## src/rtl/snes_pad_responder.sv

```systemverilog
// SNES controller responder: answers host latch/clock strobes with the 16-bit
// active-low button stream. Host strobes are asynchronous and synchronized here.
module snes_pad_responder #(
    parameter int SYNC_STAGES = 2
) (
    input  logic        clk,
    input  logic        reset,
    input  logic        snes_clk_in,
    input  logic        data_latch_in,
    input  logic [11:0] buttons,
    output logic        serial_data,
    output logic        frame_done,
    output logic [4:0]  bit_index
);

    typedef enum logic [1:0] {IDLE, LATCHED, SHIFT, DONE} state_t;

    logic [SYNC_STAGES-1:0] clk_sync, latch_sync;
    logic                   clk_hist, latch_hist;
    logic                   clk_s, latch_s;
    logic                   clk_rise_q, latch_rise_q, latch_fall_q;

    state_t      state, state_n;
    logic [15:0] shreg, shreg_n;
    logic [4:0]  idx_n;
    logic        sd_n, fd_n;

    assign clk_s   = clk_sync[SYNC_STAGES-1];
    assign latch_s = latch_sync[SYNC_STAGES-1];

    // Edge pulses are registered so the FSM sees a clean one-cycle event and
    // the total input-to-output latency is SYNC_STAGES + 2.
    always_ff @(posedge clk) begin
        if (reset) begin
            clk_sync     <= '1;
            latch_sync   <= '0;
            clk_hist     <= 1'b1;
            latch_hist   <= 1'b0;
            clk_rise_q   <= 1'b0;
            latch_rise_q <= 1'b0;
            latch_fall_q <= 1'b0;
        end else begin
            clk_sync     <= {clk_sync[SYNC_STAGES-2:0], snes_clk_in};
            latch_sync   <= {latch_sync[SYNC_STAGES-2:0], data_latch_in};
            clk_hist     <= clk_s;
            latch_hist   <= latch_s;
            clk_rise_q   <= clk_s & ~clk_hist;
            latch_rise_q <= latch_s & ~latch_hist;
            latch_fall_q <= ~latch_s & latch_hist;
        end
    end

    always_ff @(posedge clk) begin
        if (reset) begin
            state       <= IDLE;
            shreg       <= 16'hFFFF;
            bit_index   <= 5'd0;
            serial_data <= 1'b1;
            frame_done  <= 1'b0;
        end else begin
            state       <= state_n;
            shreg       <= shreg_n;
            bit_index   <= idx_n;
            serial_data <= sd_n;
            frame_done  <= fd_n;
        end
    end

    always_comb begin
        state_n = state;
        shreg_n = shreg;
        idx_n   = bit_index;
        sd_n    = serial_data;
        fd_n    = 1'b0;
        // A latch edge restarts the frame from any state and beats a clock edge.
        if (latch_rise_q) begin
            shreg_n = {4'b1111, ~buttons};
            idx_n   = 5'd0;
            sd_n    = ~buttons[0];
            state_n = LATCHED;
        end else begin
            case (state)
                IDLE: begin
                    sd_n  = 1'b1;
                    idx_n = 5'd0;
                end
                LATCHED: begin
                    if (latch_fall_q) state_n = SHIFT;
                end
                SHIFT: begin
                    if (clk_rise_q) begin
                        if (bit_index == 5'd15) begin
                            idx_n   = 5'd16;
                            sd_n    = 1'b0;
                            fd_n    = 1'b1;
                            state_n = DONE;
                        end else begin
                            shreg_n = {1'b1, shreg[15:1]};
                            sd_n    = shreg[1];
                            idx_n   = bit_index + 5'd1;
                        end
                    end
                end
                DONE: begin
                    sd_n  = 1'b0;
                    idx_n = 5'd16;
                end
                default: state_n = IDLE;
            endcase
        end
    end

endmodule

```

## config.mk

```make
export PLATFORM = sky130hd
export DESIGN_NAME = snes_pad_responder
export DESIGN_NICKNAME = d
export VERILOG_FILES = /design/src/rtl/snes_pad_responder.sv
export SDC_FILE = /design/constraint.sdc
export NUM_CORES = 1
export LEC_CHECK = 0
export CORE_MARGIN = 2
export CORE_UTILIZATION = 55
export DETAILED_ROUTE_END_ITERATION = 10
export DONT_BUFFER_PORTS = 1
export GPL_ROUTABILITY_DRIVEN = 0
export HOLD_SLACK_MARGIN = 0.08
export PLACE_DENSITY = 0.7
export SYNTH_ARGS = -nofsm -noshare
export SYNTH_HDL_FRONTEND = slang
export SYNTH_SLANG_ARGS = --single-unit
```

## constraint.sdc

```tcl
create_clock -name clk -period 2.9 [get_ports clk]
set_input_delay 0.725 -clock clk [delete_from_list [all_inputs] [get_ports clk]]
set_output_delay 0.725 -clock clk [all_outputs]
set_load 0.02 [all_outputs]
```

==> flow_summary.ini, run 1 <==
[worst_setup_path]
reg2reg_from = bit_index[0]$_SDFFE_PP0P_
r2r_end = shreg[10]$_SDFFE_PP1P_
worstPathArrival_ns = 2.19
r2r_cells = 6
crit_path_end_kind = flip-flop
rrSetupSlack_ns = 0.88
critical_path_class = flip-flop to flip-flop
critical_path_required_ns = 3.07
cp-start-kind = flip-flop
critPathMaxFanout = 11

[floorplanning]
die_area_mm2 = 0.00257
start_util = 0.598
die_w_um = 50.7
core_mm2 = 0.00200
die_y_um = 50.7
row_count = 16
num_io_pins = 23

[grt]
grt_max_degree = 16
grt_first_pass_wirelength_um = 3380
grt_usage = 0.182
antenna_found_initial = 0
grt_pass1_vias = 779
grt_remaining_overflow = 0

[synth]
synth_area_leader_cell = dfxtp_1
ys_warn_count = 0
syn_avg_cell_area_um2 = 10.2
syn_nets = 135
synth_top_area_frac = 0.485
syn_inst = 117
synth_edf_count = 0
synth_common_cells = 29 x dfxtp_1, 10 x mux2i_1, 9 x a22oi_1, 6 x a21oi_1, 6 x nor2b_1
synthArstFlopShare = 0
ys_seq_area_frac = 0.485
ys_ff_latch = 29
post_synth_instance_area_mm2 = 0.00120
ys_types = 35
synthTopCellsByArea = dfxtp_1 48%, mux2i_1 8.4%, a22oi_1 5.6%, nor2b_1 3.1%, a21oi_1 2.5%
synth_ff_type = dfxtp_1
yosysMostFrequentCell = dfxtp_1

[detailed_routing]
post_drt_wl_per_cell_um = 13.6
drt-total-wl_um = 1950
first_iter_violations = 15
firstDrtPassIters = 4
vias = 805
route.detailed.drc = 0
vias_per_cell = 5.63
detail-route-antenna-nets = 0

[timing]
hold-worst-slack_ns = 0.393
period_share = 0.698
clock.fmax_ghz = 0.494
relSlewSlack = 0.531
maxSlewViolCount = 0
worst_pin_slew_ns = 0.700
hold_violations = 0
rsz0062_at_grt = no
setup_viol = 0
min_period_ns = 2.02
setup_tns_ns = 0
fin_skew_ns = 0.00851

[clocking]
cts_buffer_depth = 2
cts_root_buffer = clkbuf_4
path_clk_slew_ns = 0.09
cts_max_level = 2
cts_sinks = 29
cts_setup_buffers = 0
cts_hold_buf = 0
clk_latency_ns = 0.31
cts_tree = done
ctsResizeCount = 0
numCtsBuffers = 5

[cells_and_area]
syn_to_final_growth_pct = 5.96
final_area_mm2 = 0.00127
final_layout_size_suffix_gt1_frac = 0.147
n_fill_cell = 159
n_antenna_cell = 0
fin_nets = 133

[worst_hold_path]
whs_endpoint = clk_rise_q$_SDFF_PP0_
hold_depth = 1
hp-start = clk_hist$_SDFF_PP1_
min_path_type = flip-flop to flip-flop

[pwr]
clkPwrFrac = 0.435
p_per_area_mw_per_mm2 = 603
seqPwrFrac = 0.539
peakVddDrop_v = 0.000404
power_leakage_nw = 0.442
p_sw_frac = 0.188
p_sw_w = 0.000144
p_int_w = 0.000621
pwr-share-comb = 0.026

[run]
cap_violations = 0

[outcome]
status = completed

[place]
hpwlAfterDp_um = 1310
dpl_cell_area_mm2 = 0.00118
io_buffer_count = 0
[metal layers]
metal  global-route usage  routed length, um  part of all wire
met4               0.0586                  0                 0
met5                    0                  0                 0
met3                0.116                138             0.071
met2                0.272                922              0.47
met1                0.212                886              0.46
[worst max-delay path, cell delays in order, from the launching register on]
cell and delay, ns:
dfxtp_1 0.41, ha_1 0.25, and3_1 0.18, ha_1 0.24
and4bb_4 0.49, mux2i_1 0.23, a22oi_1 0.08
[worst max path at each step]
stage | cells after the start | start | end
2_1_floorplan | 7 | bit_index[0]$_SDFFE_PP0P_ | shreg[8]$_SDFFE_PP1P_
3_3_place_gp | 6 | bit_index[0]$_SDFFE_PP0P_ | shreg[8]$_SDFFE_PP1P_
3_5_place_dp | 6 | bit_index[0]$_SDFFE_PP0P_ | shreg[8]$_SDFFE_PP1P_
4_1_cts | 6 | bit_index[0]$_SDFFE_PP0P_ | shreg[8]$_SDFFE_PP1P_
5_1_grt | 6 | bit_index[0]$_SDFFE_PP0P_ | shreg[8]$_SDFFE_PP1P_
6_report | 6 | bit_index[0]$_SDFFE_PP0P_ | shreg[10]$_SDFFE_PP1P_
[sequential cells by signal, indices dropped and copies added (netlist names)]
| signal | count |
|---|---|
| state | 2 |
| shreg | 11 |
| latch_sync | 2 |
| bit_index | 5 |
| serial_data | 1 |
| clk_sync | 2 |
| latch_rise_q | 1 |
| latch_hist | 1 |
| frame_done | 1 |
| clk_rise_q | 1 |
| clk_hist | 1 |
| latch_fall_q | 1 |
[cells in the final DEF (no fill, tap or decap), types with 2 or more instances in the layout]
cell / instances
ha_1: 2
nor2b_1: 6
nand2b_1: 4
o31ai_1: 3
inv_1: 3
nand2_1: 4
mux2i_1: 10
a21oi_1: 6
nor2_1: 4
a211oi_1: 3
a22oi_1: 9
nor3b_1: 2
o21ai_0: 4
dfxtp_1: 29
clkbuf_4: 5
or2_2: 4
[cells by family (layout without fill, tap and decap cells)]
group,after synthesis,in the layout,share of synthesized area
AOI/OAI and AO/OA,29,29,0.168
DFF,29,29,0.485
buffers and inverters,12,11,0.0491
muxes,10,10,0.0836
adders and majority gates,2,2,0.0209
and+or+nand+nor,35,35,0.193
[stage by stage]
stage	total power (W)	setup slack [ns]	utilization	std cells
2_1_floorplan	0.000441	0.987	-	117
3_3_place_gp	0.000441	0.946	0.591	135
3_5_place_dp	0.000442	0.893	0.591	135
5_1_grt	0.000799	0.765	0.634	143
4_1_cts	0.000777	0.874	0.634	143
6_report	0.000765	0.876	0.634	143
[cell type report]
cell class	count	area, um2	area share
Clock buffer	7	55.1	0.0434
Multi-Input combinational cell	76	558	0.440
Sequential cell	29	581	0.458
Clock inverter	1	30.0	0.0237
Inverter	3	11.3	0.00888
Tap cell	27	33.8	0.0266
[power groups by stage]
stage | Combinational (W) | Sequential [W] | Clock [W]
final | 0.0000199 | 0.000413 | 0.000333
after detailed placement | 0.0000201 | 0.000422 | 0
after CTS | 0.0000202 | 0.000413 | 0.000344
after floorplan | 0.0000213 | 0.000419 | 0
after global routing | 0.0000224 | 0.000414 | 0.000363
after global placement | 0.0000195 | 0.000422 | 0
(Power assumes the default switching activity.)
==> run 2: changes to the inputs <==
--- a/config.mk
+++ b/config.mk
@@ -6,12 +6,12 @@
 export NUM_CORES = 1
 export LEC_CHECK = 0
 export CORE_MARGIN = 2
-export CORE_UTILIZATION = 55
+export CORE_UTILIZATION = 54
 export DETAILED_ROUTE_END_ITERATION = 10
 export DONT_BUFFER_PORTS = 1
 export GPL_ROUTABILITY_DRIVEN = 0
 export HOLD_SLACK_MARGIN = 0.08
-export PLACE_DENSITY = 0.7
+export PLACE_DENSITY = 0.72
 export SYNTH_ARGS = -nofsm -noshare
 export SYNTH_HDL_FRONTEND = slang
 export SYNTH_SLANG_ARGS = --single-unit
==> constraint.sdc (replaced) <==
create_clock -name clk -period 1.8 [get_ports clk]
set_input_delay 0.45 -clock clk [delete_from_list [all_inputs] [get_ports clk]]
set_output_delay 0.45 -clock clk [all_outputs]
set_load 0.02 [all_outputs]
==> flow_summary.ini, run 2 (same netlist as run 1, synthesis figures left out) <==
[worst_hold_path]
min_path_type = input pin to flip-flop
hp-start = reset
whs_endpoint = latch_sync[1]$_SDFF_PP0_
hold_depth = 1

[clocking]
path_clk_slew_ns = 0.09
cts_sinks = 29
clk_latency_ns = 0.32
cts_max_level = 2
cts_tree = done
cts_buffer_depth = 2
cts_root_buffer = clkbuf_4
numCtsBuffers = 5

[worst_setup_path]
path_common_cell = ha_2
cp_slowest_cell = and4bb_4
cp-start-kind = flip-flop
reg2reg_from = bit_index[0]$_SDFFE_PP0P_
worstPathArrival_ns = 1.89
critPathBufInv = 0
critical_path_class = flip-flop to flip-flop
critical_path_required_ns = 2.00
crit_path_end_kind = flip-flop
critPathMaxFanout = 6
slowest_delay_ns = 0.38
r2r_cells = 6
rrSetupSlack_ns = 0.12
r2r_end = shreg[5]$_SDFFE_PP1P_
crit_chain = ha_2 > and3_1 > ha_2 > and4bb_4 > mux2i_1 > a22oi_1
cp_top_family = simple AND/OR/NAND/NOR gates

[timing]
relSlewSlack = 0.674
setup_tns_ns = 0
period_share = 0.935
hold_violations = 0
setup_viol = 0
fin_skew_ns = 0.00741
worst_pin_slew_ns = 0.487
maxSlewViolCount = 0
clock.fmax_ghz = 0.594
rsz0062_at_grt = no
min_period_ns = 1.68

[cells_and_area]
top_register = shreg
final_util = 0.621
final_common_cell = dfxtp_1
fin_nets = 142
seq_area_um2 = 583
final_cell_mix = 27 x dfxtp_1, 10 x mux2i_1, 9 x a22oi_1
n_antenna_cell = 0
top_regs = shreg (11), bit_index (5)
syn_to_final_growth_pct = 11.5
multi_input_area_um2 = 576
n_fill_cell = 186
largest_reg_flops = 11
final_layout_size_suffix_gt1_frac = 0.248

[pwr]
peakVddDrop_v = 0.000645
fin_total_pwr_w = 0.00114
p_per_area_mw_per_mm2 = 852
power_leakage_nw = 0.481

[detailed_routing]
post_drt_wl_per_cell_um = 13.4
vias = 868
route.detailed.drc = 0
first_iter_violations = 11
drt-total-wl_um = 2050
vias_per_cell = 5.67
detail-route-antenna-nets = 0
firstDrtPassIters = 4

[floorplanning]
core_mm2 = 0.00215
die_y_um = 51.1
row_count = 17
num_io_pins = 23
start_util = 0.557
die_w_um = 51.1
die_area_mm2 = 0.00261

[place]
io_buffer_count = 0
hpwlAfterDp_um = 1490

[grt]
grt_first_pass_wirelength_um = 3620
antenna_found_initial = 0
grt_max_degree = 16
grt_usage = 0.194
grt_pass1_vias = 859
grt_remaining_overflow = 0

[outcome]
status = completed

[run]
cap_violations = 0
run 2: changes by cell type in the layout (fill, tap and decap cells not counted), sizes merged:
cell	before	now
and4bb	1	2
buf	0	8
bufinv	1	0
clkinv	0	1
run 2: metrics by stage:
stage | setup WS [ns] | area [um2] | hold WS, ns | instances
2_1_floorplan | 0.0107 | 1210 | 0.372 | 117
3_3_place_gp | 0.0896 | 1250 | 0.379 | 144
3_5_place_dp | 0.000922 | 1250 | 0.383 | 144
4_1_cts | 0.0251 | 1330 | 0.165 | 153
5_1_grt | 0.0165 | 1340 | 0.155 | 153
6_report | 0.117 | 1340 | 0.187 | 153
run 2: worst reg2reg max path, cell delays in order (launching register included):
cell and delay [ns]:
dfxtp_2 0.33, ha_2 0.18, and3_1 0.18, ha_2 0.18
and4bb_4 0.38, mux2i_1 0.23, a22oi_1 0.09
run 2: how the worst max path moves through the flow:
| stage | endpoint | cells after the start | from | slack, ns |
|---|---|---|---|---|
| 2_1_floorplan | shreg[8]$_SDFFE_PP1P_ | 7 | bit_index[0]$_SDFFE_PP0P_ | 0.01 |
| 3_3_place_gp | shreg[8]$_SDFFE_PP1P_ | 6 | bit_index[0]$_SDFFE_PP0P_ | 0.09 |
| 3_5_place_dp | shreg[5]$_SDFFE_PP1P_ | 6 | bit_index[0]$_SDFFE_PP0P_ | 0.0009 |
| 4_1_cts | shreg[5]$_SDFFE_PP1P_ | 6 | bit_index[0]$_SDFFE_PP0P_ | 0.03 |
| 5_1_grt | shreg[5]$_SDFFE_PP1P_ | 6 | bit_index[0]$_SDFFE_PP0P_ | 0.02 |
| 6_report | shreg[5]$_SDFFE_PP1P_ | 6 | bit_index[0]$_SDFFE_PP0P_ | 0.12 |
run 2: cell type report:
type | instances | share of cell area
clock buffers | 7 | 0.0487
flip-flops and latches | 29 | 0.437
inverters | 3 | 0.00843
well taps | 28 | 0.0262
clock inverters | 1 | 0.00375
repair buffers | 8 | 0.0450
multi-input cells | 77 | 0.431
run 2: what timing repair did:
action                     CTS  global route
gates cloned                 1             0
pin swaps                    1             2
resized for setup            1             1
hold buffers                 0             0
setup endpoints to repair    2             8
setup buffers                0             0
run 2: per-layer routing:
metal / up-vias / track usage / part of all wire
met3: 7 / 0.0965 / 0.067
met4: 0 / 0.0856 / 0.022
li1: 445 / - / -
met1: 394 / 0.205 / 0.42
met5: - / 0 / 0
met2: 22 / 0.325 / 0.49
run 2: report_power, final:
part           switching, W  internal [W]   total, W
registers        0.00000953      0.000655   0.000664
clock network      0.000211      0.000226   0.000437
logic             0.0000186     0.0000180  0.0000366
total              0.000239      0.000899    0.00114
==> run 3: changes to the inputs <==
--- a/config.mk
+++ b/config.mk
@@ -5,6 +5,7 @@
 export SDC_FILE = /design/constraint.sdc
 export NUM_CORES = 1
 export LEC_CHECK = 0
+export ABC_AREA = 1
 export CORE_MARGIN = 2
 export CORE_UTILIZATION = 54
 export DETAILED_ROUTE_END_ITERATION = 10
==> flow_summary.ini, run 3 <==
[cells_and_area]
syn_to_final_growth_pct = 9.43
final_common_cell = nand2_1
top_regs = shreg (11), bit_index (5)
multi_input_area_um2 = 563
n_fill_cell = 204
largest_reg_flops = 11
n_antenna_cell = 0
top_register = shreg
seq_area_um2 = 581
fin_nets = 192
final_layout_size_suffix_gt1_frac = 0.137
final_cell_mix = 47 x nand2_1, 29 x dfxtp_1, 24 x nand3_1

[timing]
setup_tns_ns = 0
hold_violations = 0
maxSlewViolCount = 0
clock.fmax_ghz = 0.619
min_period_ns = 1.62
relSlewSlack = 0.702
fin_skew_ns = 0.00243
rsz0062_at_grt = no
setup_viol = 0
worst_pin_slew_ns = 0.446
fin_ws_ns = 0.184
period_share = 0.898

[pwr]
peakVddDrop_v = 0.000701
p_per_area_mw_per_mm2 = 861
power_leakage_nw = 0.648

[worst_setup_path]
rrSetupSlack_ns = 0.18
critical_path_required_ns = 2.00
worstPathArrival_ns = 1.81
cp-start-kind = flip-flop
r2r_end = shreg[3]$_SDFFE_PP1P_
reg2reg_from = bit_index[1]$_SDFFE_PP0P_
critical_path_class = flip-flop to flip-flop
critPathMaxFanout = 11
r2r_cells = 9
critPathLaunch = bit_index[1]$_SDFFE_PP0P_
crit_end = shreg[3]$_SDFFE_PP1P_
crit_path_end_kind = flip-flop

[floorplanning]
start_util = 0.563
die_y_um = 51.8
row_count = 17
core_mm2 = 0.00219
die_area_mm2 = 0.00268
die_w_um = 51.8
num_io_pins = 23

[grt]
grt_remaining_overflow = 0
grt_first_pass_wirelength_um = 3790
antenna_found_initial = 0
grt_pass1_vias = 921
grt_usage = 0.193
grt_max_degree = 33

[synth]
yosysMostFrequentCell = nand2_1
synthTopCellsByArea = dfxtp_1 47%, nand2_1 14%, nand3_1 9.7%, o21ai_0 4.9%, inv_1 4.0%
post_synth_instance_area_mm2 = 0.00123
ys_warn_count = 0
synth_ff_type = dfxtp_1
synth_area_leader_cell = dfxtp_1
syn_inst = 168
ys_types = 19
synth_edf_count = 0
ys_ff_latch = 29
ys_seq_area_frac = 0.471
synth_top_area_frac = 0.471
synth_common_cells = 47 x nand2_1, 29 x dfxtp_1, 24 x nand3_1, 13 x inv_1
syn_avg_cell_area_um2 = 7.34
synthArstFlopShare = 0
syn_nets = 186

[place]
io_buffer_count = 0
hpwlAfterDp_um = 1650
pre_cts_ws_ns = 0.0947

[clocking]
ctsResizeCount = 0
cts_sinks = 29
cts_root_buffer = clkbuf_4
cts_setup_buffers = 0
cts_max_level = 2
cts_hold_buf = 0
cts_buffer_depth = 2
path_clk_slew_ns = 0.09
numCtsBuffers = 5
clk_latency_ns = 0.32
cts_tree = done

[detailed_routing]
post_drt_wl_per_cell_um = 11.1
vias_per_cell = 5.26
first_iter_violations = 13
route.detailed.drc = 0
firstDrtPassIters = 4
vias = 1067
drt-total-wl_um = 2260
detail-route-antenna-nets = 0

[worst_hold_path]
min_path_type = input pin to flip-flop

[run]
cap_violations = 0

[outcome]
status = completed
[run 3: changes by cell type after synthesis, sizes merged, moves of 6 or more]
cell / previous run / this run
a22oi: 9 / 0
inv: 3 / 15
mux2i: 10 / 0
nand2: 4 / 50
nand3: 1 / 25
nor2: 4 / 13
nor2b: 6 / 0
o21ai: 4 / 13
[run 3: cells by family (layout without fill, tap and decap cells)]
logic type                 count (synthesis)  after routing  share of synthesized area
buffers and inverters                     22             29                     0.0811
and+or+nand+nor                           97             97                      0.352
AOI/OAI and AO/OA                         18             18                     0.0761
adders and majority gates                  2              2                     0.0203
DFF                                       29             29                      0.471
[run 3: layout make-up]
type | instances | area share
clock inverters | 1 | 0.00371
flip-flops and latches | 29 | 0.430
well taps | 28 | 0.0260
clock buffers | 7 | 0.0482
multi-input cells | 117 | 0.417
inverters | 15 | 0.0417
repair buffers | 6 | 0.0334
[run 3: metrics by stage]
stage                     power (W)  hold WS [ns]  instance area (um2)  std cells   util
after floorplan            0.000726         0.373                 1230        168      -
final                       0.00116         0.187                 1350        203  0.616
after detailed placement   0.000731         0.383                 1270        195  0.580
after global placement     0.000730         0.381                 1270        195  0.580
after CTS                   0.00117         0.177                 1340        203  0.612
after global routing        0.00121         0.164                 1350        203  0.616
[run 3: power breakdown]
| part | leakage [nW] | internal (W) | switching [W] |
|---|---|---|---|
| combinational | 0.371 | 0.0000196 | 0.0000319 |
| sequential | 0.236 | 0.000657 | 0.00000788 |
| clock | 0.0413 | 0.000226 | 0.000219 |
| total | 0.648 | 0.000903 | 0.000259 |
[run 3: worst min-delay path by stage]
stage / start / to / slack [ns] / cells after the start
2_1_floorplan: clk_hist$_SDFF_PP1_ / clk_rise_q$_SDFF_PP0_ / 0.37 / 1
3_3_place_gp: clk_hist$_SDFF_PP1_ / clk_rise_q$_SDFF_PP0_ / 0.38 / 1
3_5_place_dp: clk_hist$_SDFF_PP1_ / clk_rise_q$_SDFF_PP0_ / 0.38 / 1
4_1_cts: reset / state[0]$_SDFFE_PP0P_ / 0.18 / 1
5_1_grt: reset / latch_fall_q$_SDFF_PP0_ / 0.16 / 1
6_report: reset / latch_sync[0]$_SDFF_PP0_ / 0.19 / 1
[run 3: worst max-delay path: stages, from the launching register on]
cell	delay (ns)
dfxtp_1	0.36
ha_1	0.20
nand2_1	0.07
nor2_1	0.09
ha_1	0.26
nor2_4	0.09
nand2_4	0.13
nand2_4	0.11
nand2_1	0.10
nand3_1	0.06
[run 3: layer usage]
metal	share of wire	vias up	GRT usage
met1	0.44	481	0.220
met4	0.023	0	0.118
li1	-	559	-
met2	0.48	21	0.308
met5	0	-	0
met3	0.051	6	0.0661
